File: src/rtl/pipe_pkg.sv
// Shared types for pipeline stage registers: state encoding, occupancy width
// and field-packing helpers for the per-stage payload/ctrl layouts.
package pipe_pkg;

  localparam int OCC_W = 2;

  typedef enum logic [1:0] {
    EMPTY = 2'd0,
    MAIN  = 2'd1,
    BOTH  = 2'd2
  } pipe_state_t;

  typedef struct packed {
    logic rf_we;
    logic mem_we;
    logic mem2rf;
  } stage_ctrl_t;

  typedef struct packed {
    logic [31:0] alu_res;
    logic [31:0] wdata;
    logic [31:0] waddr;
  } exmem_data_t;

  typedef struct packed {
    logic [31:0] wb_val;
    logic [31:0] mem_val;
    logic [31:0] waddr;
  } memwb_data_t;

  function automatic logic [95:0] pack_exmem(input logic [31:0] alu_res,
                                             input logic [31:0] wdata,
                                             input logic [31:0] waddr);
    exmem_data_t p;
    p.alu_res = alu_res;
    p.wdata   = wdata;
    p.waddr   = waddr;
    return p;
  endfunction

  function automatic logic [95:0] pack_memwb(input logic [31:0] wb_val,
                                             input logic [31:0] mem_val,
                                             input logic [31:0] waddr);
    memwb_data_t p;
    p.wb_val  = wb_val;
    p.mem_val = mem_val;
    p.waddr   = waddr;
    return p;
  endfunction

  function automatic logic [2:0] pack_ctrl(input logic rf_we, input logic mem_we,
                                           input logic mem2rf);
    stage_ctrl_t c;
    c.rf_we  = rf_we;
    c.mem_we = mem_we;
    c.mem2rf = mem2rf;
    return c;
  endfunction

  function automatic logic [OCC_W-1:0] occ_of(input pipe_state_t s);
    case (s)
      MAIN:    return 2'd1;
      BOTH:    return 2'd2;
      default: return 2'd0;
    endcase
  endfunction

endpackage

File: src/rtl/pipe_entry.sv
// One stage entry: payload + side-effect ctrl with load enable; ctrl clear
// wins over load so a flushed entry can never carry a live write enable.
module pipe_entry #(
  parameter int DATA_W = 96,
  parameter int CTRL_W = 3
) (
  input  logic              clk,
  input  logic              rst_n,
  input  logic              ld_i,
  input  logic              clr_i,
  input  logic [CTRL_W-1:0] ctrl_i,
  input  logic [DATA_W-1:0] data_i,
  output logic [CTRL_W-1:0] ctrl_o,
  output logic [DATA_W-1:0] data_o
);

  always_ff @(posedge clk or negedge rst_n) begin
    if (!rst_n) begin
      ctrl_o <= '0;
      data_o <= '0;
    end else begin
      if (clr_i)     ctrl_o <= '0;
      else if (ld_i) ctrl_o <= ctrl_i;
      if (ld_i) data_o <= data_i;
    end
  end

endmodule

File: src/rtl/pipe_stage_reg.sv
// Valid/ready pipeline stage register with synchronous flush and optional
// skid entry; ctrl bits are gated by valid so bubbles never have side effects.
module pipe_stage_reg
  import pipe_pkg::*;
#(
  parameter int DATA_W = 96,
  parameter int CTRL_W = 3,
  parameter int SKID   = 1
) (
  input  logic              clk,
  input  logic              rst_n,
  input  logic              flush_i,
  input  logic              in_valid_i,
  output logic              in_ready_o,
  input  logic [CTRL_W-1:0] in_ctrl_i,
  input  logic [DATA_W-1:0] in_data_i,
  output logic              out_valid_o,
  input  logic              out_ready_i,
  output logic [CTRL_W-1:0] out_ctrl_o,
  output logic [DATA_W-1:0] out_data_o,
  output logic [OCC_W-1:0]  occ_o
);

  pipe_state_t       state_q, state_d;
  logic              acc, rel, main_ld, skid_ld;
  logic [CTRL_W-1:0] main_ctrl, skid_ctrl, main_ctrl_d;
  logic [DATA_W-1:0] skid_data, main_data_d;

  assign out_valid_o = (state_q != EMPTY);
  assign rel         = out_valid_o & out_ready_i;
  assign acc         = in_valid_i & in_ready_o & ~flush_i;

  always_comb begin
    state_d = state_q;
    main_ld = 1'b0;
    skid_ld = 1'b0;
    case (state_q)
      EMPTY: if (acc) begin
        main_ld = 1'b1;
        state_d = MAIN;
      end
      MAIN: begin
        if (acc && rel) begin
          main_ld = 1'b1;
        end else if (rel) begin
          state_d = EMPTY;
        end else if (acc && SKID != 0) begin
          skid_ld = 1'b1;
          state_d = BOTH;
        end
      end
      BOTH: if (rel) begin
        main_ld = 1'b1;
        state_d = MAIN;
      end
      default: state_d = EMPTY;
    endcase
    if (flush_i) state_d = EMPTY;
  end

  // Main refills from skid when draining BOTH, otherwise from upstream.
  assign main_ctrl_d = (state_q == BOTH) ? skid_ctrl : in_ctrl_i;
  assign main_data_d = (state_q == BOTH) ? skid_data : in_data_i;

  always_ff @(posedge clk or negedge rst_n) begin
    if (!rst_n) state_q <= EMPTY;
    else        state_q <= state_d;
  end

  pipe_entry #(.DATA_W(DATA_W), .CTRL_W(CTRL_W)) u_main (
    .clk    (clk),
    .rst_n  (rst_n),
    .ld_i   (main_ld),
    .clr_i  (flush_i),
    .ctrl_i (main_ctrl_d),
    .data_i (main_data_d),
    .ctrl_o (main_ctrl),
    .data_o (out_data_o)
  );

  generate
    if (SKID != 0) begin : g_skid
      logic rdy_q;

      pipe_entry #(.DATA_W(DATA_W), .CTRL_W(CTRL_W)) u_skid (
        .clk    (clk),
        .rst_n  (rst_n),
        .ld_i   (skid_ld),
        .clr_i  (flush_i),
        .ctrl_i (in_ctrl_i),
        .data_i (in_data_i),
        .ctrl_o (skid_ctrl),
        .data_o (skid_data)
      );

      // Ready comes straight off a flop: no out_ready_i -> in_ready_o path.
      always_ff @(posedge clk or negedge rst_n) begin
        if (!rst_n) rdy_q <= 1'b1;
        else        rdy_q <= (state_d != BOTH);
      end
      assign in_ready_o = rdy_q;
    end else begin : g_noskid
      assign skid_ctrl  = '0;
      assign skid_data  = '0;
      assign in_ready_o = ~out_valid_o | out_ready_i;
    end
  endgenerate

  assign out_ctrl_o = main_ctrl & {CTRL_W{out_valid_o}};
  assign occ_o      = occ_of(state_q);

endmodule

File: config.mk
export PLATFORM = sky130hd
export DESIGN_NAME = pipe_stage_reg
export DESIGN_NICKNAME = d
export VERILOG_FILES = /design/src/rtl/pipe_pkg.sv /design/src/rtl/pipe_entry.sv /design/src/rtl/pipe_stage_reg.sv
export SDC_FILE = /design/constraint.sdc
export NUM_CORES = 1
export LEC_CHECK = 0
export ABC_AREA = 1
export CAP_MARGIN = 20
export CORE_MARGIN = 1.5
export CORE_UTILIZATION = 51
export CTS_CLUSTER_SIZE = 14
export DETAILED_ROUTE_END_ITERATION = 7
export GPL_ROUTABILITY_DRIVEN = 0
export GPL_TIMING_DRIVEN = 1
export PLACE_DENSITY = 0.8
export SETUP_SLACK_MARGIN = 0.05
export SLEW_MARGIN = 5
export SYNTH_ARGS = -nofsm -noshare
export SYNTH_HDL_FRONTEND = slang
export SYNTH_HIERARCHICAL = 1
export SYNTH_SLANG_ARGS = --single-unit
export TNS_END_PERCENT = 50
File: constraint.sdc
create_clock -name clk -period 1.95 [get_ports clk]
set_input_delay 0.195 -clock clk [delete_from_list [all_inputs] [get_ports clk]]
set_output_delay 0.195 -clock clk [all_outputs]
set_load 0.005 [all_outputs]
==> reports/results.md, run 1 <==
| Result | This run |
|---|---|
| Run status | finished, final reports clean |
| Largest delay contributor family on the critical path | buffers and inverters |
| Initial Util | 51.83% |
| Average routed wire per standard cell | 13.38 µm |
| Path type of the worst min-delay path | in2async |
| Seq/Total Area, Yosys | 52.07% |
| Critical path required time | 1.75 ns |
| Detailed Route WL | 21970 µm |
| Combinational family with the most area after synthesis | simple AND/OR/NAND/NOR gates |
| Number of antenna violations at the first check in global routing | 0 |
| Power Internal | 8.973 mW |
| Input/output buffers | 206 |
| Area Overhead vs Synth | 31.27% |
| Time the final worst path needs with I/O delays and setup | 1.843 ns |
| Sw Pwr | 3.221 mW |
| Worst-case register-to-register setup slack | 0.19 ns |
| Area share of and/or/nand/nor cells after synthesis | 20.71% |
| Worst IR Drop VDD | 0.0006433 V |
| Endpoints failing setup | 0 |
| Tcrit/Tclk final | 94.53% |
| Sequential fraction of design power | 46.7% |
| Multiplexer share of the synthesized area | 0% |
| Total global routing track utilization | 22.74% |
| Total grt overflow | 0 |
| Ordered list of cells on the worst path | nor2_4 > nor2_1 > clkdlybuf4s50_1 |
| Worst rel slew slack | 61.63% |
| Hold Fails Final Rpt | 0 |
| Source of the worst register-to-register timing path | state_q[0] |
| Detailed-route via count | 7909 |
| Drt first-iter violations | 455 |
| Clock tree root driver cell | sky130_fd_sc_hd__clkbuf_16 |
| Arrival time at the worst endpoint | 1.65 ns |
| Top area cells in the synthesized netlist | sky130_fd_sc_hd__dfrtp_1 52%, sky130_fd_sc_hd__nand2_1 20%, sky130_fd_sc_hd__inv_1 7.8% |
| Site row count | 50 |
| Total of warnings raised by yosys | 6 |
| Setup tns final | 0 ns |
| Latest clock arrival within the worst-skew pair | 0.49 ns |
| Critical R2R Capture | u_main/data_o[75] |
| Nets in the synthesized netlist | 1296 |
| Synthesized instance count | 1192 |
| Relative contribution of the clock network to total power | 32.8% |
| Number of inserted filler cells in the final layout | 1491 |
| Clock-pin slew on the worst setup and hold paths | 0.06 ns |
| I/O pin count | 207 |
| Setup CP Type | reg2out |
| Post-detailed-route DRC marker count | 0 |
| Power density normalized to cell area | 961.4 mW/mm² |
| Placed instance area | 0.01193 mm² |
| Maximum fanout count along the critical path | 4 |
| Mean Syn Cell Area | 8.106 µm² |
| Net switching fraction of the power | 26.42% |
| Area share of xor/xnor cells in the synthesized design | 0% |
| Horiz. Die Dim | 140.6 µm |
| Finished Core Util | 68.03% |
| Vias per std cell | 4.817 |
| Die span in y | 140.6 µm |
| Vias in the first global route | 7642 |
| Max-cap violations | 0 |
| Tightest Pin Transition | 0.5755 ns |
| Kind of start point of the critical path | flop |
| Half-perimeter wire length after detailed placement | 14420 µm |
| CTS sink count | 201 |
| TritonCTS clock tree | built |
| Area of the core region | 0.01864 mm² |
| Depth of the worst register-to-register path | 8 |
| Count of different cell masters after synthesis | 18 |
| Complex-gate fraction of the synthesized area | 13.18% |
| Type of destination of the critical path | output port |
| Number of nets in the finished design | 1498 |
| Number of buffers between clock root and the deepest sink | 3 |
| Pin count of the biggest net entering global routing | 101 |
| Slew Viols, Final | 0 |
| Num CTS Buffers | 22 |
| Ratio of cells with drive above 1 in the final layout | 11.43% |
| Worst setup timing slack at the placement stage | 0.07495 ns |
| Final setup margin | 0.1066 ns |
| Count of nets left with antenna violations after detail routing | 0 |
| Cell Count Post-Placement | 1601 |
| H-tree lvl count | 1 |
| Post-synthesis instance area | 0.009662 mm² |
| Cell accounting for the most synthesized area | sky130_fd_sc_hd__dfrtp_1 |
| Library cell contributing the largest single delay on the critical path | sky130_fd_sc_hd__clkdlybuf4s50_1 |
| Maximum clock frequency | 542.5 MHz |
| Power share of the combinational group | 20.5% |
| Fraction of post-synthesis cell area in the top cell type by area | 51.80% |
| Final Instance Area | 0.01268 mm² |
| Share of synthesized cell area in full adder, half adder and majority cells | 0% |
| Non-filler instance count after layout | 1642 |
| Antenna diodes | 0 |
| Post-route clock skew | 0.01957 ns |
| Leakage | 6.287 nW |
| Slowest Stage Delay on Critical Path | 0.55 ns |
| Total of flip-flops plus latches after synthesis | 201 |
| Initial DRT Pass Iterations | 5 |
| Wire length of the first global-routing pass | 36910 µm |
| Setup repair after global routing missed its margin | false |
| Critical path buffers and inverters | 1 |
| Area enclosed by the die boundary | 0.01978 mm² |
placed cells by master, fill, tap and decap left out, drive strengths merged:
master and instances:
clkdlybuf4s50 202, dfrtp 200, clkbuf 37, o21ai 193, nand2 509, clkinv 3
buf 36, nand3 7, nor2 12, dlygate4sd3 1, dfstp 1, inv 203
o21bai 1, dlymetal6s2s 2, dlygate4sd2 1
Yosys cell counts:
| cell | n |
|---|---|
| sky130_fd_sc_hd__dfstp_2 | 1 |
| sky130_fd_sc_hd__nor2_1 | 12 |
| sky130_fd_sc_hd__nand2_1 | 507 |
| sky130_fd_sc_hd__nand2_2 | 2 |
| sky130_fd_sc_hd__nand3_2 | 1 |
| sky130_fd_sc_hd__o21ai_1 | 12 |
| sky130_fd_sc_hd__nand3_1 | 6 |
| sky130_fd_sc_hd__clkbuf_1 | 10 |
| sky130_fd_sc_hd__buf_4 | 20 |
| sky130_fd_sc_hd__inv_1 | 202 |
| sky130_fd_sc_hd__dfrtp_1 | 200 |
| sky130_fd_sc_hd__o21ai_0 | 101 |
| sky130_fd_sc_hd__o21bai_1 | 1 |
| sky130_fd_sc_hd__buf_8 | 2 |
| sky130_fd_sc_hd__inv_2 | 1 |
| sky130_fd_sc_hd__o21ai_2 | 80 |
| sky130_fd_sc_hd__buf_6 | 33 |
| sky130_fd_sc_hd__clkinv_2 | 1 |
cells by family after synthesis:
| logic type | Yosys count |
|---|---|
| DFF | 201 |
| and+or+nand+nor | 528 |
| buffers and inverters | 269 |
| AOI/OAI and AO/OA | 194 |
power groups by stage:
stage	clock (mW)	combinational (mW)	sequential, mW
floorplan	0	1.16	5.67
global placement	0	2.40	5.72
detailed placement	0	2.50	5.75
CTS	4.11	2.52	5.70
global route	4.30	2.80	5.81
finish	4.01	2.50	5.69
area by class of cell:
| cell class | instances | area [µm²] | area share, % |
|---|---|---|---|
| Sequential cell | 201 | 5032 | 39.68 |
| Multi-Input combinational cell | 722 | 3302 | 26.03 |
| Timing Repair Buffer | 243 | 2575 | 20.30 |
| Inverter | 204 | 767.0 | 6.047 |
| Clock buffer | 36 | 704.4 | 5.554 |
| Tap cell | 234 | 292.8 | 2.308 |
| Clock inverter | 2 | 10.01 | 0.07892 |
worst max-delay path by stage:
| stage | from | endpoint | slack (ns) | cells after the start |
|---|---|---|---|---|
| 3_3_place_gp | flush_i | g_skid.u_skid/data_o[66] | 0.13 | 8 |
| 6_report | state_q[0] | out_ctrl_o[2] | 0.11 | 3 |
| 5_1_grt | state_q[0] | out_ctrl_o[2] | 0.06 | 3 |
| 3_5_place_dp | out_ready_i | u_main/data_o[21] | 0.07 | 7 |
| 2_1_floorplan | in_ready_o | u_main/data_o[54] | 0.43 | 8 |
| 4_1_cts | state_q[1] | out_ctrl_o[0] | 0.04 | 3 |
metrics by stage:
stage          power, mW  hold WS, ns
2_1_floorplan      6.828      -0.1006
3_3_place_gp       8.123       0.2381
3_5_place_dp       8.244       0.2459
4_1_cts            12.33       0.2591
5_1_grt            12.91       0.2908
6_report           12.19       0.2759
state kept, by name (all words and copies together) (netlist names):
name,count
in_ready_o,1
u_main/ctrl_o,3
state_q,2
u_main/data_o,96
g_skid.u_skid/data_o,96
g_skid.u_skid/ctrl_o,3
metal layers:
metal | wire (µm) | part of all wire (%) | global-route usage [%]
met1 | 9471 | 43 | 30.22
met2 | 10560 | 48 | 38.27
met3 | 1405 | 6.4 | 4.246
met4 | 530 | 2.4 | 6.579
met5 | 0 | 0 | 0
repair_timing:
item / 4_1_cts / 5_1_grt
gates cloned: 0 / 0
hold endpoints to repair: 58 / 0
resized for setup: 4 / 3
hold buffers: 1 / 0
setup buffers: 1 / 1
endpoints found under the setup margin: 6 / 5
No activity file was read; power rests on OpenSTA's default activity.
==> run 2: changes to the inputs <==
--- a/config.mk
+++ b/config.mk
@@ -12,7 +12,8 @@
 export CTS_CLUSTER_SIZE = 14
 export DETAILED_ROUTE_END_ITERATION = 7
 export GPL_ROUTABILITY_DRIVEN = 0
-export GPL_TIMING_DRIVEN = 1
+export GPL_TIMING_DRIVEN = 0
+export MAX_ROUTING_LAYER = met4
 export PLACE_DENSITY = 0.8
 export SETUP_SLACK_MARGIN = 0.05
 export SLEW_MARGIN = 5
==> reports/results.md, run 2 (synthesized netlist as in run 1, its figures left out) <==
| Result | This run | Delta |
|---|---|---|
| Setup CP Type | reg2out |  |
| Number of inserted filler cells in the final layout | 1501 | +0.67% |
| Detailed Route WL | 23880 µm | +8.7% |
| Total global routing track utilization | 25.06% | +2.3 points |
| Time the final worst path needs with I/O delays and setup | 1.864 ns | +0.02066 ns |
| Final setup margin | 0.08594 ns | -0.02066 ns |
| Post-detailed-route DRC marker count | 0 | unchanged |
| Vias per std cell | 4.872 | +1.2% |
| Arrival time at the worst endpoint | 1.67 ns | +0.02 ns |
| Area of the core region | 0.01864 mm² | unchanged |
| Power density normalized to cell area | 958.7 mW/mm² | -0.28% |
| Largest registers | g_skid.u_skid/data_o x96, u_main/data_o x96 |  |
| Drt first-iter violations | 444 | -2.4% |
| Max-cap violations | 0 | unchanged |
| Finished Core Util | 68.73% | +0.70 points |
| Num CTS Buffers | 22 | unchanged |
| Area enclosed by the die boundary | 0.01978 mm² | unchanged |
| Post-route clock skew | 0.01710 ns | -0.002472 ns |
| Pin count of the biggest net entering global routing | 113 | +12% |
| Input/output buffers | 206 | unchanged |
| Number of nets in the finished design | 1529 | +2.1% |
| Leakage | 6.375 nW | +1.4% |
| Maximum clock frequency | 536.5 MHz | -1.1% |
| Net switching fraction of the power | 27.01% | +0.60 points |
| Latest clock arrival within the worst-skew pair | 0.50 ns | about the same |
| Tightest Pin Transition | 0.6824 ns | +0.1068 ns |
| Wire length of the first global-routing pass | 38970 µm | +5.6% |
| Site row count | 50 | unchanged |
| Horiz. Die Dim | 140.6 µm | unchanged |
| Half-perimeter wire length after detailed placement | 16140 µm | +12% |
| Initial Util | 51.83% | unchanged |
| Sw Pwr | 3.318 mW | +3.0% |
| Slew Viols, Final | 0 | unchanged |
| Setup repair after global routing missed its margin | true |  |
| Total area of sequential cells | 0.005032 mm² | unchanged |
| TritonCTS clock tree | built |  |
| Vias in the first global route | 7990 | +4.6% |
| Endpoints failing setup | 0 | unchanged |
| Number of antenna violations at the first check in global routing | 1 | +1 |
| Power share of the combinational group | 20.5% | about the same |
| Clock tree root driver cell | sky130_fd_sc_hd__clkbuf_16 |  |
| Commonest cells after routing, fill and taps aside | 507 x sky130_fd_sc_hd__nand2_1, 203 x sky130_fd_sc_hd__clkdlybuf4s50_1, 201 x sky130_fd_sc_hd__inv_1, 199 x sky130_fd_sc_hd__dfrtp_1, 101 x sky130_fd_sc_hd__o21ai_0 |  |
| I/O pin count | 207 | unchanged |
| Clock-pin slew on the worst setup and hold paths | 0.06 ns | about the same |
| H-tree lvl count | 1 | unchanged |
| Relative contribution of the clock network to total power | 33.4% | +0.6 points |
| Tcrit/Tclk final | 95.59% | +1.1 points |
| Sequential fraction of design power | 46.2% | -0.5 points |
| Maximum fanout count along the critical path | 6 | +2 |
| Run status | finished, final reports clean |  |
| Worst IR Drop VDD | 0.0007133 V | +11% |
| Setup tns final | 0 ns | unchanged |
| CTS sink count | 201 | unchanged |
| Type of destination of the critical path | output port |  |
| Area Overhead vs Synth | 32.62% |  |
| Die span in y | 140.6 µm | unchanged |
| Hold Fails Final Rpt | 0 | unchanged |
| Placed instance area | 0.01205 mm² | +0.99% |
| Area occupied by multi-input gates | 0.003286 mm² | -0.49% |
| Detailed-route via count | 8166 | +3.2% |
| Non-filler instance count after layout | 1676 | +2.1% |
| Final total power | 12.28 mW | +0.75% |
| Critical path required time | 1.75 ns | about the same |
| Average routed wire per standard cell | 14.25 µm | +6.5% |
| Final Instance Area | 0.01281 mm² | +1.0% |
| Total grt overflow | 0 | unchanged |
| Worst-case register-to-register setup slack | 0.19 ns | about the same |
| Path type of the worst min-delay path | in2reg |  |
| Ratio of cells with drive above 1 in the final layout | 12.84% | +1.4 points |
| Worst rel slew slack | 54.51% | -7.1 points |
| Count of nets left with antenna violations after detail routing | 0 | unchanged |
| Final-layout worst hold slack | 0.2787 ns | +0.002846 ns |
| Most common cell after layout, fill and taps aside | sky130_fd_sc_hd__nand2_1 |  |
| Power Internal | 8.966 mW | about the same |
| Worst setup timing slack at the placement stage | -0.1249 ns | -0.1999 ns |
| Kind of start point of the critical path | flop |  |
| Initial DRT Pass Iterations | 5 | unchanged |
| Cell Count Post-Placement | 1633 | +2.0% |
| Number of buffers between clock root and the deepest sink | 3 | unchanged |
## run 2: cell types whose count changed in the layout (fill, tap and decap cells not counted), sizes merged
cell / change
buf: +22
clkbuf: +7
clkinv: +2
bufinv: +1
clkdlybuf4s50: +1
clkinvlp: +1
diode: +1
dlymetal6s2s: -1
## run 2: path summary, 6_finish.rpt
check                                  from                        to  cells past startpoint
max                              state_q[1]             out_ctrl_o[2]                      3
min in group asynchronous             rst_n         u_main/data_o[11]                      2
max in group asynchronous             rst_n                state_q[1]                      3
max reg2reg                      in_ready_o         u_main/data_o[32]                      7
min reg2reg                u_main/ctrl_o[0]          u_main/ctrl_o[0]                      2
min                           in_data_i[19]  g_skid.u_skid/data_o[19]                      3
## run 2: power by group through the flow
stage / clock, mW / sequential, mW / combinational (mW)
4_1_cts: 4.18 / 5.67 / 2.54
3_5_place_dp: 0 / 5.73 / 2.52
5_1_grt: 4.34 / 5.79 / 2.82
6_report: 4.10 / 5.67 / 2.52
2_1_floorplan: 0 / 5.67 / 1.16
3_3_place_gp: 0 / 5.70 / 2.42
## run 2: per-layer routing
layer / global-route usage (%) / share of wire [%] / wire, µm
met5: - / 0 / 0
met4: 7.621 / 3.0 / 720
met1: 32.83 / 43 / 10370
met3: 4.178 / 5.8 / 1379
met2: 40.29 / 48 / 11410
## run 2: cell type report
type,instances,area share [%]
inverters,204,6.074
multi-input cells,722,25.64
diodes,1,0.01953
clock inverters,6,0.4492
plain buffers,65,4.638
clock buffers,34,5.126
flip-flops and latches,201,39.27
well taps,234,2.285
repair buffers,209,16.49
## run 2: worst max-delay path, cell delays in order (launching register included)
cell	delay (ns)
sky130_fd_sc_hd__dfrtp_2	0.45
sky130_fd_sc_hd__nor2_2	0.17
sky130_fd_sc_hd__nor2_1	0.06
sky130_fd_sc_hd__clkdlybuf4s50_1	0.48
## run 2: repair_timing
item,CTS,global route
setup buffers,1,0
endpoints found under the setup margin,5,59
hold buffers,1,0
gates resized for setup,7,10
endpoints found under the hold margin,89,0
pin swaps,0,0
==> run 3: changes to the inputs <==
--- a/config.mk
+++ b/config.mk
@@ -7,14 +7,15 @@
 export LEC_CHECK = 0
 export ABC_AREA = 1
 export CAP_MARGIN = 20
+export CORE_ASPECT_RATIO = 0.8
 export CORE_MARGIN = 1.5
-export CORE_UTILIZATION = 51
+export CORE_UTILIZATION = 55
 export CTS_CLUSTER_SIZE = 14
 export DETAILED_ROUTE_END_ITERATION = 7
 export GPL_ROUTABILITY_DRIVEN = 0
 export GPL_TIMING_DRIVEN = 0
 export MAX_ROUTING_LAYER = met4
-export PLACE_DENSITY = 0.8
+export PLACE_DENSITY = 0.85
 export SETUP_SLACK_MARGIN = 0.05
 export SLEW_MARGIN = 5
 export SYNTH_ARGS = -nofsm -noshare
==> constraint.sdc (replaced) <==
create_clock -name clk -period 2.33 [get_ports clk]
set_input_delay 0.233 -clock clk [delete_from_list [all_inputs] [get_ports clk]]
set_output_delay 0.233 -clock clk [all_outputs]
set_load 0.005 [all_outputs]
==> reports/results.md, run 3 (synthesized netlist as in run 1, its figures left out) <==
| Result | This run | Delta |
|---|---|---|
| Run status | finished, final reports clean |  |
| Worst rel slew slack | 52.56% | -1.9 points |
| Setup repair after global routing missed its margin | false |  |
| Site row count | 43 | -14% |
| Sw Pwr | 2.796 mW | -16% |
| Pin count of the biggest net entering global routing | 111 | -1.8% |
| Critical path required time | 2.10 ns | +0.35 ns |
| Clock-pin slew on the worst setup and hold paths | 0.06 ns | about the same |
| Arrival time at the worst endpoint | 1.93 ns | +0.26 ns |
| Average routed wire per standard cell | 14.53 µm | +2.0% |
| Ratio of cells with drive above 1 in the final layout | 12.26% | -0.58 points |
| Die span in y | 121.5 µm | -14% |
| Horiz. Die Dim | 151.2 µm | +7.5% |
| Half-perimeter wire length after detailed placement | 16360 µm | +1.4% |
| Slew Viols, Final | 0 | unchanged |
| Type of destination of the critical path | output port |  |
| Final Instance Area | 0.01276 mm² | -0.40% |
| Kind of start point of the critical path | flop |  |
| Finished Core Util | 73.90% | +5.2 points |
| Maximum fanout count along the critical path | 10 | +4 |
| Slowest Stage Delay on Critical Path | 0.51 ns | +0.03 ns |
| I/O pin count | 207 | unchanged |
| Number of nets in the finished design | 1527 | -0.13% |
| Drt first-iter violations | 558 | +26% |
| Vias per std cell | 4.967 | +1.9% |
| Library cell contributing the largest single delay on the critical path | sky130_fd_sc_hd__clkdlybuf4s50_1 |  |
| Detailed-route via count | 8260 | +1.2% |
| Net switching fraction of the power | 27.10% | +0.086 points |
| Input/output buffers | 206 | unchanged |
| Area of the core region | 0.01727 mm² | -7.4% |
| Worst IR Drop VDD | 0.0004739 V | -34% |
| Power density normalized to cell area | 808.6 mW/mm² | -16% |
| Largest delay contributor family on the critical path | buffers and inverters |  |
| Placed instance area | 0.01204 mm² | about the same |
| Ordered list of cells on the worst path | inv_1 > nand2_2 > inv_6 > buf_6 > clkdlybuf4s50_1 |  |
| CTS sink count | 201 | unchanged |
| Power share of the combinational group | 20.6% | about the same |
| TritonCTS clock tree | built |  |
| Initial Util | 55.94% | +4.1 points |
| Area Overhead vs Synth | 32.09% |  |
| Post-detailed-route DRC marker count | 0 | unchanged |
| Wire length of the first global-routing pass | 39600 µm | +1.6% |
| Critical path buffers and inverters | 4 | +3 |
| Latest clock arrival within the worst-skew pair | 0.49 ns | about the same |
| Path type of the worst min-delay path | in2async |  |
| Time the final worst path needs with I/O delays and setup | 2.166 ns |  |
| Post-route clock skew | 0.006501 ns | -0.01060 ns |
| Clock tree root driver cell | sky130_fd_sc_hd__clkbuf_16 |  |
| H-tree lvl count | 1 | unchanged |
| Largest registers | g_skid.u_skid/data_o x96, u_main/data_o x96 |  |
| Total global routing track utilization | 27.89% | +2.8 points |
| Commonest cells after routing, fill and taps aside | 507 x sky130_fd_sc_hd__nand2_1, 205 x sky130_fd_sc_hd__clkdlybuf4s50_1, 202 x sky130_fd_sc_hd__inv_1, 200 x sky130_fd_sc_hd__dfrtp_1, 101 x sky130_fd_sc_hd__o21ai_0 |  |
| Final-layout worst hold slack | 0.3351 ns | +0.05637 ns |
| Sequential fraction of design power | 46.1% | about the same |
| Max-cap violations | 0 | unchanged |
| Vias in the first global route | 8177 | +2.3% |
| Number of buffers between clock root and the deepest sink | 3 | unchanged |
| Buffers inserted by post-CTS timing repair | 0 | -1 |
| Number of antenna violations at the first check in global routing | 2 | +1 |
| Setup CP Type | reg2out |  |
| Endpoints failing setup | 0 | unchanged |
| Initial DRT Pass Iterations | 5 | unchanged |
| Num CTS Buffers | 21 | -4.5% |
| Total grt overflow | 0 | unchanged |
| Count of nets left with antenna violations after detail routing | 0 | unchanged |
| Maximum clock frequency | 461.7 MHz |  |
| Most common cell after layout, fill and taps aside | sky130_fd_sc_hd__nand2_1 |  |
| Power Internal | 7.523 mW | -16% |
| Area enclosed by the die boundary | 0.01838 mm² | -7.1% |
| Leakage | 6.327 nW | -0.74% |
| Tcrit/Tclk final | 92.96% |  |
| Hold Fails Final Rpt | 0 | unchanged |
| Depth of the worst register-to-register path | 7 | unchanged |
| Tightest Pin Transition | 0.7115 ns | +0.02916 ns |
| Detailed Route WL | 24170 µm | +1.2% |
| Critical path depth in cells | 5 | +2 |
| Relative contribution of the clock network to total power | 33.2% | -0.2 points |
-- run 3: cell count changes in the layout (fill, tap and decap cells not counted), moves of 2 or more --
cell	previous run	this run
sky130_fd_sc_hd__clkbuf_2	4	0
sky130_fd_sc_hd__clkbuf_16	23	21
sky130_fd_sc_hd__clkbuf_8	4	6
sky130_fd_sc_hd__clkdlybuf4s50_1	203	205
-- run 3: cell type report --
cell class / instances / area [µm²]
Timing Repair Buffer: 208 / 2105
Clock inverter: 6 / 86.33
Buffer: 65 / 589.3
Inverter: 204 / 770.7
Clock buffer: 30 / 619.3
Fill cell: 1290 / 4508
Tap cell: 225 / 281.5
Multi-Input combinational cell: 722 / 3274
Antenna cell: 2 / 5.005
Sequential cell: 201 / 5031
-- run 3: worst register-to-register path, delay by kind of cell, from the launching register on --
kind                   cells  cell delay (ns)
buffers and inverters      3             0.61
AO/OA/AOI/OAI              2             0.39
flip-flops                 1             0.53
AND/OR/NAND/NOR            2             0.17
-- run 3: per-stage QoR --
stage                     setup slack, ns  cells  total power [mW]  setup TNS (ns)
after floorplan                    0.8091   1192             5.714               0
after global placement             -7.373   1623             6.801        -1476.41
after detailed placement           0.2427   1624             6.914               0
after CTS                         0.08237   1661             10.39               0
after global routing              0.06565   1663             10.87               0
final                              0.1641   1663             10.32               0
-- run 3: final timing paths --
path	start	end	slack, ns
hold / removal	rst_n	u_main/data_o[89]	0.34
hold reg to reg	g_skid.u_skid/ctrl_o[0]	g_skid.u_skid/ctrl_o[0]	0.47
setup / recovery	state_q[0]	occ_o[1]	0.16
min in group clk	in_data_i[42]	g_skid.u_skid/data_o[42]	0.34
max in group asynchronous	rst_n	g_skid.u_skid/data_o[22]	1.03
setup reg to reg	in_ready_o	u_main/data_o[6]	0.51
-- run 3: routing by layer --
metal	up-vias	track usage [%]	part of all wire [%]
met2	285	43.55	47
met3	29	5.918	7.6
met1	3900	37.74	44
li1	4046	-	-
met5	-	-	0
met4	0	6.189	1.7
-- run 3: power groups by stage --
| stage | clock (mW) | combinational [mW] | sequential, mW |
|---|---|---|---|
| 2_1_floorplan | 0 | 0.970 | 4.74 |
| 3_3_place_gp | 0 | 2.03 | 4.78 |
| 4_1_cts | 3.49 | 2.14 | 4.76 |
| 6_report | 3.43 | 2.13 | 4.76 |
| 5_1_grt | 3.64 | 2.38 | 4.85 |
| 3_5_place_dp | 0 | 2.12 | 4.80 |
-- run 3: what timing repair did --
item                       in CTS  in global routing
gates resized for setup         0                  2
hold endpoints to repair       91                  0
hold buffers                    1                  0
setup endpoints to repair       0                  1
